--- config.mk ---
export PLATFORM = sky130hd
export DESIGN_NAME = midi_note_decoder
export DESIGN_NICKNAME = d
export VERILOG_FILES = /design/src/rtl/midi_pkg.sv /design/src/rtl/midi_note_decoder.sv
export SDC_FILE = /design/constraint.sdc
export NUM_CORES = 1
export LEC_CHECK = 0
export CAP_MARGIN = 0
export CORE_MARGIN = 5
export CORE_UTILIZATION = 30
export CTS_BUF_LIST = sky130_fd_sc_hd__clkbuf_4
export DETAILED_ROUTE_END_ITERATION = 10
export SYNTH_ARGS = -nofsm -noshare
export SYNTH_HDL_FRONTEND = slang
export SYNTH_SLANG_ARGS = --single-unit
--- constraint.sdc ---
create_clock -name clk -period 1.6 [get_ports clk]
set_input_delay 0.48 -clock clk [delete_from_list [all_inputs] [get_ports clk]]
set_output_delay 0.48 -clock clk [all_outputs]
set_load 0.1 [all_outputs]
--- src/rtl/midi_pkg.sv ---
// Shared definitions for the MIDI note decoder.
//   state_e        : parser states (IDLE, DATA1, DATA2)
//   status nibbles : NOTE_OFF, NOTE_ON, PITCH_BEND, plus one-data-byte types
//   thresholds     : RT_MIN (real-time), SYS_MIN (system common)
//   VIBRATO_CENTER : pitch-bend MSB meaning "no bend"
package midi_pkg;

  typedef enum logic [1:0] {
    IDLE,
    DATA1,
    DATA2
  } state_e;

  localparam logic [3:0] NOTE_OFF      = 4'h8;
  localparam logic [3:0] NOTE_ON       = 4'h9;
  localparam logic [3:0] PITCH_BEND    = 4'hE;
  localparam logic [3:0] PROG_CHANGE   = 4'hC;
  localparam logic [3:0] CHAN_PRESSURE = 4'hD;

  localparam logic [7:0] RT_MIN         = 8'hF8;
  localparam logic [7:0] SYS_MIN        = 8'hF0;
  localparam logic [7:0] VIBRATO_CENTER = 8'd64;
  // Bit 7 clear marks the running-status register as holding no status.
  localparam logic [7:0] RS_INVALID     = 8'h00;

  // Program change and channel pressure carry a single data byte.
  function automatic logic one_data_byte(input logic [3:0] status_type);
    return (status_type == PROG_CHANGE) || (status_type == CHAN_PRESSURE);
  endfunction

endpackage

--- src/rtl/midi_note_decoder.sv ---
// MIDI byte-stream parser driving a monophonic note/volume and vibrato output.
//   clk        : system clock, rising edge
//   reset      : asynchronous active-low reset
//   byte_valid : one-cycle qualifier for byte_data
//   byte_data  : received MIDI byte
//   note_vol   : [15] gate, [14:8] note number, [7:0] volume
//   vibrato    : {1'b0, pitch-bend MSB}, 64 = centre
//   msg_strobe : one-cycle pulse when an accepted message updates outputs
// Build option: define MIDI_OMNI_EN to accept all 16 channels and ignore CHANNEL.
module midi_note_decoder
  import midi_pkg::*;
#(
  parameter logic [3:0] CHANNEL = 4'd0
) (
  input  logic        clk,
  input  logic        reset,
  input  logic        byte_valid,
  input  logic [7:0]  byte_data,
  output logic [15:0] note_vol,
  output logic [7:0]  vibrato,
  output logic        msg_strobe
);

  state_e      state_q, state_d;
  logic [7:0]  rs_q, rs_d;
  logic [6:0]  d1_q, d1_d;
  logic [15:0] note_vol_q, note_vol_d;
  logic [7:0]  vibrato_q, vibrato_d;
  logic        strobe_q, strobe_d;

  logic complete;
  logic chan_ok;
  logic is_note_off;

`ifdef MIDI_OMNI_EN
  assign chan_ok = 1'b1;
`else
  assign chan_ok = (rs_q[3:0] == CHANNEL);
`endif

  always_comb begin
    state_d     = state_q;
    rs_d        = rs_q;
    d1_d        = d1_q;
    note_vol_d  = note_vol_q;
    vibrato_d   = vibrato_q;
    strobe_d    = 1'b0;
    complete    = 1'b0;
    is_note_off = 1'b0;

    if (byte_valid) begin
      if (byte_data >= RT_MIN) begin
        // Real-time bytes pass through transparently.
      end else if (byte_data >= SYS_MIN) begin
        rs_d    = RS_INVALID;
        state_d = IDLE;
      end else if (byte_data[7]) begin
        rs_d    = byte_data;
        state_d = DATA1;
      end else if (!rs_q[7]) begin
        state_d = IDLE;
      end else if (state_q == DATA2 || one_data_byte(rs_q[7:4])) begin
        complete = 1'b1;
        state_d  = DATA1;
      end else begin
        d1_d    = byte_data[6:0];
        state_d = DATA2;
      end
    end

    // byte_data is data2 (or the lone data byte) when complete is set.
    if (complete && chan_ok) begin
      case (rs_q[7:4])
        NOTE_ON: begin
          if (byte_data != 8'd0) begin
            note_vol_d = {1'b1, d1_q, byte_data[6:0], 1'b0};
            strobe_d   = 1'b1;
          end else begin
            is_note_off = 1'b1;
          end
        end
        NOTE_OFF:   is_note_off = 1'b1;
        PITCH_BEND: begin
          vibrato_d = {1'b0, byte_data[6:0]};
          strobe_d  = 1'b1;
        end
        default: ;
      endcase

      // Only the currently sounding note may release the gate.
      if (is_note_off && note_vol_q[15] && (d1_q == note_vol_q[14:8])) begin
        note_vol_d[15]  = 1'b0;
        note_vol_d[7:0] = 8'd0;
        strobe_d        = 1'b1;
      end
    end
  end

  always_ff @(posedge clk or negedge reset) begin
    if (!reset) begin
      state_q    <= IDLE;
      rs_q       <= RS_INVALID;
      d1_q       <= 7'd0;
      note_vol_q <= 16'h0000;
      vibrato_q  <= VIBRATO_CENTER;
      strobe_q   <= 1'b0;
    end else begin
      state_q    <= state_d;
      rs_q       <= rs_d;
      d1_q       <= d1_d;
      note_vol_q <= note_vol_d;
      vibrato_q  <= vibrato_d;
      strobe_q   <= strobe_d;
    end
  end

  assign note_vol   = note_vol_q;
  assign vibrato    = vibrato_q;
  assign msg_strobe = strobe_q;

endmodule

==> impl_metrics.json, run 1 <==
{
  "status": "finished with violations",
  "violations_in_the_final_reports": "negative setup slack",
  "tritoncts_clock_tree": "done",
  "ys.warnings.count": 0,
  "layout_cell_share_with_drive_strength_beyond_1_pct": 54.7,
  "crit_path_top_delay_cell": "dfrtp_1",
  "worstSetupEndpointType": "register",
  "via_count_of_the_first_global_routing_pass": 1441,
  "finalCoreUtilization_pct": 50.3,
  "max-vdd-ir-drop_v": 0.000393,
  "regArea_um2": 1030,
  "final_antenna_net_count": 0,
  "routabilityCongestion": 0.799,
  "timing.final.crit_share_pct": 113,
  "antenna_found_initial": 0,
  "worst_skew_pair.late_latency_ns": 0.34,
  "grt_start_max_net_pins": 41,
  "cts.hold.buffers_added": 0,
  "drt_drc_violations_left": 0,
  "path_max_fanout": 4,
  "cpPeakStageDelay_ns": 0.44,
  "num_antenna_cells": 0,
  "synth_seq_cells": 40,
  "placed_wire_length_estimate_after_detailed_placement_mm": 3.31,
  "fin_nets": 222,
  "grt-ovfl-total": 0,
  "drt_total_wl_mm": 4.23,
  "rsz0062_at_grt": "true",
  "static-leakage-power_uw": 0.00129,
  "preCtsSetupSlack_ns": -0.750,
  "area_growth_pct": 60.3,
  "ctsRootBufferMaster": "clkbuf_4",
  "drtIter0Drc": 31,
  "ys_types": 33,
  "period_needed_ns": 1.80,
  "timing_hold_violations_final": 0,
  "mostFrequentLayoutCell": "buf_4",
  "critPathLaunchType": "register",
  "clock_tree.buffer_depth": 2,
  "critPathRequiredTime_ns": 1.84,
  "hold_path_class": "input pin to async pin",
  "syn_inst": 137,
  "final.setup.tns_ns": -3.77,
  "via_per_inst": 4.71,
  "portBuffers": 33,
  "via_count": 1339,
  "io_pins": 36,
  "post_synth.cell_area_avg_um2": 12.8,
  "maxClockFrequency_mhz": 556,
  "finalSetupViolations": 25,
  "average_detailed_routed_wire_length_per_instance_um": 14.9,
  "final.setup.worst_slack_ns": -0.200,
  "tritoncts.num_buffers": 5,
  "finalMaxSlewViolations": 0,
  "global_route_wire_length_before_repair_mm": 7.12,
  "fill_count": 527,
  "cap_violations": 0,
  "cts.htree.levels": 2,
  "p_per_area_nw_per_um2": 1060,
  "initial_utilization_pct": 31.4,
  "drt_pass1_iterations": 4,
  "crit_path_cell_chain": "nor4_4, nand2_1, nor3_2, and3_1, buf_4, mux2_2",
  "seq_area_frac_synth_pct": 57.3,
  "die-area_um2": 7460,
  "placementRows": 27,
  "cts_num_sinks": 40,
  "highest_count_cells_in_the_layout_ignoring_fill_and_taps": "buf_4 (33), dfrtp_1 (31), buf_12 (24)",
  "coreArea_um2": 5570,
  "worst-endpoint-arrival_ns": 2.04,
  "multiInputGateArea_um2": 743,
  "skew_ns": 0.0101,
  "globalRouteTotalUtil_pct": 12.1,
  "path_class": "register to register",
  "dieHeight_um": 86.4,
  "synthesis.area_um2": 1750,
  "worst_setup_hold_path_clk_slew_ns": 0.13,
  "fp.dieW_um": 86.4,
  "power_uw": 2960
}
## power breakdown
group	total (uW)	switching [uW]	internal (uW)
clock	515	346	169
combinational	1130	631	495
sequential	1320	152	1170
## synthesized netlist by cell type
cell type / number / area [um2]
dfrtp_1: 39 / 976
or2_2: 1 / 6.26
a21o_1: 2 / 15.0
o21ai_1: 1 / 5.00
mux2_2: 20 / 225
nand3_1: 1 / 5.00
nand2_1: 18 / 67.6
a22o_1: 7 / 61.3
o21ai_0: 7 / 35.0
clkbuf_1: 1 / 3.75
buf_4: 2 / 15.0
o21ai_4: 1 / 16.3
dfstp_2: 1 / 26.3
nor2b_1: 3 / 18.8
and3_1: 1 / 6.26
nor3_2: 2 / 20.0
conb_1: 1 / 3.75
buf_8: 1 / 15.0
nand4_1: 2 / 12.5
nor3_1: 1 / 5.00
and4b_1: 1 / 10.0
a21boi_0: 1 / 7.51
a32o_1: 1 / 10.0
mux2_4: 2 / 30.0
nand4_4: 1 / 21.3
xnor2_1: 7 / 61.3
nor2_1: 2 / 7.51
buf_2: 2 / 10.0
nor4_1: 3 / 18.8
o21ai_2: 1 / 8.76
inv_1: 2 / 7.51
nand2b_1: 1 / 6.26
buf_6: 1 / 11.3
## state kept, by name, indices dropped and copies added (netlist names)
signal	cells
d1_q	7
note_vol	15
msg_strobe	1
state_q	2
vibrato	7
rs_q	8
## through the flow
step,area (um2),hold slack (ns),instances
finish,2800,0.0842,284
global route,2800,0.0827,284
CTS,2790,0.0728,283
detailed placement,2670,0.465,271
global placement,2670,0.458,271
floorplan,1810,0.184,138
## worst paths after layout
check	startpoint	endpoint	slack, ns	cells after the start
max	rs_q[1]	note_vol[8]	-0.20	6
min	reset	note_vol[7]	0.08	2
max reg2reg	rs_q[1]	note_vol[8]	-0.20	6
min reg2reg	state_q[1]	state_q[1]	0.49	1
max in group asynchronous	reset	vibrato[6]	1.26	2
min in group clk	state_q[1]	state_q[1]	0.49	1
## critical path, delay by kind of cell (launching register included)
kind | cells | cell delay [ns]
DFF | 1 | 0.44
and+or+nand+nor | 4 | 0.78
buffers and inverters | 1 | 0.16
muxes | 1 | 0.33
## cell type report
class | count | area share, %
sequential | 40 | 36.6
timing repair buffer | 73 | 31.4
multi-input combinational | 89 | 26.5
tap | 72 | 3.21
clock buffer | 5 | 1.34
clock inverter | 3 | 0.669
inverter | 2 | 0.268
## repair_timing
item / 4_1_cts / 5_1_grt
setup buffers: 8 / 2
pin swaps: 8 / 3
gates resized for setup: 22 / 1
endpoints found under the setup margin: 45 / 29
## logic make-up (layout without fill, tap and decap cells)
group | count (synthesis) | in the layout | synth area share (%)
compound gates | 21 | 21 | 9.08
xor+xnor | 7 | 7 | 3.51
buf+inv | 9 | 83 | 3.58
flops | 40 | 40 | 57.3
mux | 22 | 22 | 14.6
other cells | 1 | 2 | 0.214
simple gates | 37 | 37 | 11.7
## per-layer routing
metal	share of wire (%)	track usage [%]	up-vias
li1	-	-	627
met5	0	0	-
met3	4.9	3.33	4
met4	1.2	3.82	0
met2	51	21.2	32
met1	43	14.3	676
Power figures use the tool's default switching activity.
==> run 2: changes to the inputs <==
--- a/config.mk
+++ b/config.mk
@@ -7,9 +7,10 @@
 export LEC_CHECK = 0
 export CAP_MARGIN = 0
 export CORE_MARGIN = 5
-export CORE_UTILIZATION = 30
+export CORE_UTILIZATION = 45
 export CTS_BUF_LIST = sky130_fd_sc_hd__clkbuf_4
 export DETAILED_ROUTE_END_ITERATION = 10
+export PLACE_DENSITY = 0.74
 export SYNTH_ARGS = -nofsm -noshare
 export SYNTH_HDL_FRONTEND = slang
 export SYNTH_SLANG_ARGS = --single-unit
==> run 2 against run 1 <==
  * Highest routed layer unchanged
  * Die area fell by 30%
  * Register-to-register slack got worse by 0.02 ns
  * Critical endpoint is now vibrato[2]
  * Combinational power rose by 4%
  * The flow still finishes with violations (negative setup slack)
  * Critical path type unchanged
==> impl_metrics.json, run 2 (synthesis results as in run 1) <==
{
  "worst_r2r_path_depth": 6,
  "drt_pass1_iterations": 4,
  "placementRows": 22,
  "worstSetupEndpointType": "register",
  "die-area_um2": 5230,
  "holdWs_ns": 0.0379,
  "path_max_fanout": 8,
  "io_pins": 36,
  "cts_num_sinks": 40,
  "placed_wire_length_estimate_after_detailed_placement_mm": 3.45,
  "detailed_place.area_um2": 2590,
  "globalRouteTotalUtil_pct": 18.6,
  "cts.htree.levels": 2,
  "critPathRequiredTime_ns": 1.86,
  "static-leakage-power_uw": 0.00128,
  "worst_setup_hold_path_clk_slew_ns": 0.13,
  "hold_path_class": "input pin to async pin",
  "skew_ns": 0.00730,
  "via_count": 1380,
  "timing.final.crit_share_pct": 114,
  "period_needed_ns": 1.82,
  "drt_total_wl_mm": 4.73,
  "r2r_startpoint": "rs_q[2]",
  "clock_tree.buffer_depth": 2,
  "finalMaxSlewViolations": 0,
  "drt_drc_violations_left": 0,
  "worst_skew_pair.late_latency_ns": 0.37,
  "average_detailed_routed_wire_length_per_instance_um": 18.8,
  "drtIter0Drc": 74,
  "final.setup.worst_slack_ns": -0.219,
  "fin_nets": 213,
  "rr_endpoint": "vibrato[2]",
  "portBuffers": 33,
  "via_count_of_the_first_global_routing_pass": 1381,
  "preCtsSetupSlack_ns": -0.881,
  "final.setup.tns_ns": -3.37,
  "finalSetupViolations": 26,
  "highest_count_cells_in_the_layout_ignoring_fill_and_taps": "dfrtp_1 (31), buf_12 (26), buf_4 (23)",
  "dieHeight_um": 72.3,
  "largest_reg_flops": 15,
  "via_per_inst": 5.50,
  "max-vdd-ir-drop_v": 0.000903,
  "critPathLaunchType": "register",
  "coreArea_um2": 3720,
  "initial_utilization_pct": 47.1,
  "tritoncts_clock_tree": "done",
  "antenna_found_initial": 0,
  "violations_in_the_final_reports": "negative setup slack",
  "p_per_area_nw_per_um2": 1130,
  "timing_hold_violations_final": 0,
  "layout_cell_share_with_drive_strength_beyond_1_pct": 55.7,
  "grt_start_max_net_pins": 23,
  "status": "finished with violations",
  "maxClockFrequency_mhz": 550,
  "cap_violations": 0,
  "num_antenna_cells": 0,
  "global_route_wire_length_before_repair_mm": 7.27,
  "final_antenna_net_count": 0,
  "ctsRootBufferMaster": "clkbuf_4",
  "tritoncts.num_buffers": 5,
  "path_class": "register to register",
  "fp.dieW_um": 72.3,
  "mostFrequentLayoutCell": "dfrtp_1",
  "routabilityCongestion": 0.938,
  "area_growth_pct": 61.2,
  "worst-endpoint-arrival_ns": 2.08,
  "cts.hold.buffers_added": 0,
  "post-route-cell-area_um2": 2820,
  "reg2reg_setup_slack_ns": -0.22,
  "rsz0062_at_grt": "true",
  "grt-ovfl-total": 0
}
-- run 2: worst max path at each step --
stage | startpoint | end | slack, ns
after CTS | rs_q[2] | vibrato[4] | -0.22
after global routing | rs_q[2] | vibrato[4] | -0.29
after global placement | byte_data[4] | note_vol[10] | -0.74
after detailed placement | byte_data[5] | note_vol[3] | -0.88
after floorplan | byte_data[4] | note_vol[11] | -0.09
final | rs_q[2] | vibrato[2] | -0.22
-- run 2: report_power, final --
part / switching [uW] / internal [uW]
combinational: 669 / 498
clock: 367 / 334
sequential: 157 / 1170
total: 1190 / 2000
-- run 2: metal layers --
layer / track usage (%) / wire length [um] / part of all wire (%)
met1: 20.9 / 1830 / 39
met2: 32.8 / 2460 / 52
met3: 4.43 / 294 / 6.2
met4: 9.39 / 148 / 3.1
met5: 0 / 0 / 0
-- run 2: stage by stage --
stage          instances  util [%]  power [uW]
3_5_place_dp         237      69.8        2440
4_1_cts              247      73.8        3160
2_1_floorplan        138         -        1960
6_report             251      75.9        3190
5_1_grt              251      75.9        3310
3_3_place_gp         237      69.8        2400
-- run 2: repair_timing --
action	CTS	global route
setup endpoints to repair	41	41
buffers inserted	2	3
pin swaps	4	8
cloned	0	1
resized for setup	19	15
-- run 2: worst max-delay path: stages (launching register included) --
cell,delay (ns)
dfrtp_1,0.43
nor4_4,0.33
nand2_2,0.10
nor3_4,0.13
and4b_1,0.27
buf_12,0.15
mux2_4,0.30
-- run 2: layout make-up --
| type | count | area, um2 |
|---|---|---|
| multi-input cells | 90 | 816 |
| well taps | 48 | 60.1 |
| fillers | 216 | 896 |
| inverters | 2 | 7.51 |
| clock inverters | 3 | 46.3 |
| repair buffers | 63 | 826 |
| clock buffers | 5 | 37.5 |
| flip-flops and latches | 40 | 1030 |
==> run 3: changes to the inputs <==
--- a/config.mk
+++ b/config.mk
@@ -10,7 +10,8 @@
 export CORE_UTILIZATION = 45
 export CTS_BUF_LIST = sky130_fd_sc_hd__clkbuf_4
 export DETAILED_ROUTE_END_ITERATION = 10
-export PLACE_DENSITY = 0.74
+export PLACE_DENSITY = 0.8
+export SLEW_MARGIN = 0
 export SYNTH_ARGS = -nofsm -noshare
 export SYNTH_HDL_FRONTEND = slang
 export SYNTH_SLANG_ARGS = --single-unit
==> run 3 against run 2 <==
  * Largest cell class unchanged
  * Clock skew up 0.011 ns
  * The run still ends with negative setup slack left
  * Critical path type unchanged
  * Combinational power about the same
  * Final cell count up 0.80%
  * First-iteration DRC count down 2.7%
  * Flip-flop and latch count unchanged
  * Die area unchanged
  * Critical endpoint is now vibrato[5]
  * Highest routed layer unchanged
  * Power up 4.0%
==> impl_metrics.json, run 3 (synthesis results as in run 1) <==
{
  "status": "finished with violations",
  "violations_in_the_final_reports": "negative setup slack",
  "via_per_inst": 5.18,
  "num_antenna_cells": 0,
  "coreArea_um2": 3720,
  "skew_ns": 0.0186,
  "cpPeakStageDelay_ns": 0.43,
  "multiInputGateArea_um2": 821,
  "fill_count": 215,
  "cts_num_sinks": 40,
  "crit_cells": 6,
  "crit_buf_inv": 1,
  "static-leakage-power_uw": 0.00129,
  "grt_start_max_net_pins": 24,
  "ctsRootBufferMaster": "clkbuf_4",
  "area_growth_pct": 62.7,
  "via_count": 1311,
  "layout_cell_share_with_drive_strength_beyond_1_pct": 57.6,
  "finalSetupViolations": 24,
  "initial_utilization_pct": 47.1,
  "cap_violations": 0,
  "drtIter0Drc": 72,
  "tritoncts_clock_tree": "done",
  "drt_pass1_iterations": 4,
  "cts.htree.levels": 2,
  "p_per_area_nw_per_um2": 1170,
  "rsz0062_at_grt": "true",
  "globalRouteTotalUtil_pct": 19.7,
  "rr_endpoint": "vibrato[5]",
  "period_needed_ns": 1.85,
  "hold_path.startpoint": "byte_data[3]",
  "worst_r2r_path_depth": 6,
  "crit_path_top_delay_cell": "dfrtp_1",
  "worst_skew_pair.late_latency_ns": 0.35,
  "max-vdd-ir-drop_v": 0.000736,
  "antenna_found_initial": 0,
  "finalMaxSlewViolations": 0,
  "worst-endpoint-arrival_ns": 2.09,
  "routabilityCongestion": 0.889,
  "worstSetupEndpointType": "register",
  "highest_count_cells_in_the_layout_ignoring_fill_and_taps": "dfrtp_1 (31), buf_4 (27), buf_12 (25)",
  "path_max_fanout": 8,
  "clock_tree.buffer_depth": 2,
  "average_detailed_routed_wire_length_per_instance_um": 19.0,
  "drt_drc_violations_left": 0,
  "portBuffers": 33,
  "power_uw": 3320,
  "dieHeight_um": 72.3,
  "holdWs_ns": 0.472,
  "die-area_um2": 5230,
  "placed_wire_length_estimate_after_detailed_placement_mm": 3.41,
  "placementRows": 22,
  "drt_total_wl_mm": 4.80,
  "path_class": "register to register",
  "timing.hold.worst_path_depth": 3,
  "final_antenna_net_count": 0,
  "layout.cells.non_filler": 253,
  "grt-ovfl-total": 0,
  "r2r_startpoint": "rs_q[1]",
  "timing_hold_violations_final": 0,
  "tritoncts.num_buffers": 5,
  "largest_reg_flops": 15,
  "final.setup.worst_slack_ns": -0.250,
  "maxClockFrequency_mhz": 541,
  "global_route_wire_length_before_repair_mm": 7.63,
  "critPathRequiredTime_ns": 1.84,
  "reg2reg_setup_slack_ns": -0.25,
  "worst_hold_path.endpoint": "rs_q[3]",
  "worst_setup_hold_path_clk_slew_ns": 0.11,
  "final.setup.tns_ns": -3.62,
  "mostFrequentLayoutCell": "dfrtp_1",
  "hold_path_class": "input pin to register",
  "numPlacedInstances": 248,
  "io_pins": 36,
  "critPathLaunchType": "register",
  "via_count_of_the_first_global_routing_pass": 1451,
  "fp.dieW_um": 72.3,
  "timing.final.crit_share_pct": 116,
  "crit_path_cell_chain": "nor4_4, nand2_1, nor3_2, and4b_1, buf_12, mux2_4",
  "finalCoreUtilization_pct": 76.6,
  "regArea_um2": 1030,
  "fin_nets": 215,
  "cp_top_family": "simple AND/OR/NAND/NOR gates"
}
==> run 3: what timing repair did <==
item | CTS | global route
buffers inserted | 2 | 0
hold buffers | 0 | 0
setup endpoints to repair | 44 | 41
hold endpoints to repair | 0 | 0
gates resized for setup | 27 | 18
pin swaps | 14 | 3
==> run 3: power breakdown <==
part | switching [uW] | leakage (uW) | internal [uW]
clock | 318 | 0.0000559 | 505
sequential | 161 | 0.000504 | 1170
combinational | 658 | 0.000728 | 511
total | 1140 | 0.00129 | 2180
==> run 3: how the worst max path moves through the flow <==
stage	start	endpoint
4_1_cts	rs_q[1]	vibrato[3]
3_3_place_gp	byte_data[7]	note_vol[10]
3_5_place_dp	byte_data[5]	note_vol[13]
6_report	rs_q[1]	vibrato[5]
2_1_floorplan	byte_data[4]	note_vol[11]
5_1_grt	rs_q[1]	vibrato[5]
==> run 3: area by class of cell <==
class / instances / share of cell area (%)
multi-input cells: 89 / 28.8
flip-flops and latches: 40 / 36.1
inverters: 2 / 0.264
well taps: 48 / 2.11
clock inverters: 2 / 2.11
repair buffers: 66 / 29.0
clock buffers: 6 / 1.58
==> run 3: metal layers <==
layer	global-route usage [%]	wire length, um	vias to the layer above
met1	22.1	1900	658
met2	37.0	2640	31
met5	0	0	-
li1	-	-	614
met3	3.46	171	8
met4	7.10	82	0
==> run 3: through the flow <==
| stage | instance area (um2) | setup slack, ns |
|---|---|---|
| 6_report | 2850 | -0.250 |
| 5_1_grt | 2850 | -0.322 |
| 4_1_cts | 2840 | -0.230 |
| 3_5_place_dp | 2670 | -0.807 |
| 3_3_place_gp | 2670 | -0.747 |
| 2_1_floorplan | 1810 | -0.0928 |
==> run 3: worst register-to-register path, delay by kind of cell, from the launching register on <==
| family | cells | cell delay [ns] |
|---|---|---|
| buffers and inverters | 1 | 0.15 |
| DFF | 1 | 0.43 |
| muxes | 1 | 0.30 |
| and+or+nand+nor | 4 | 0.86 |
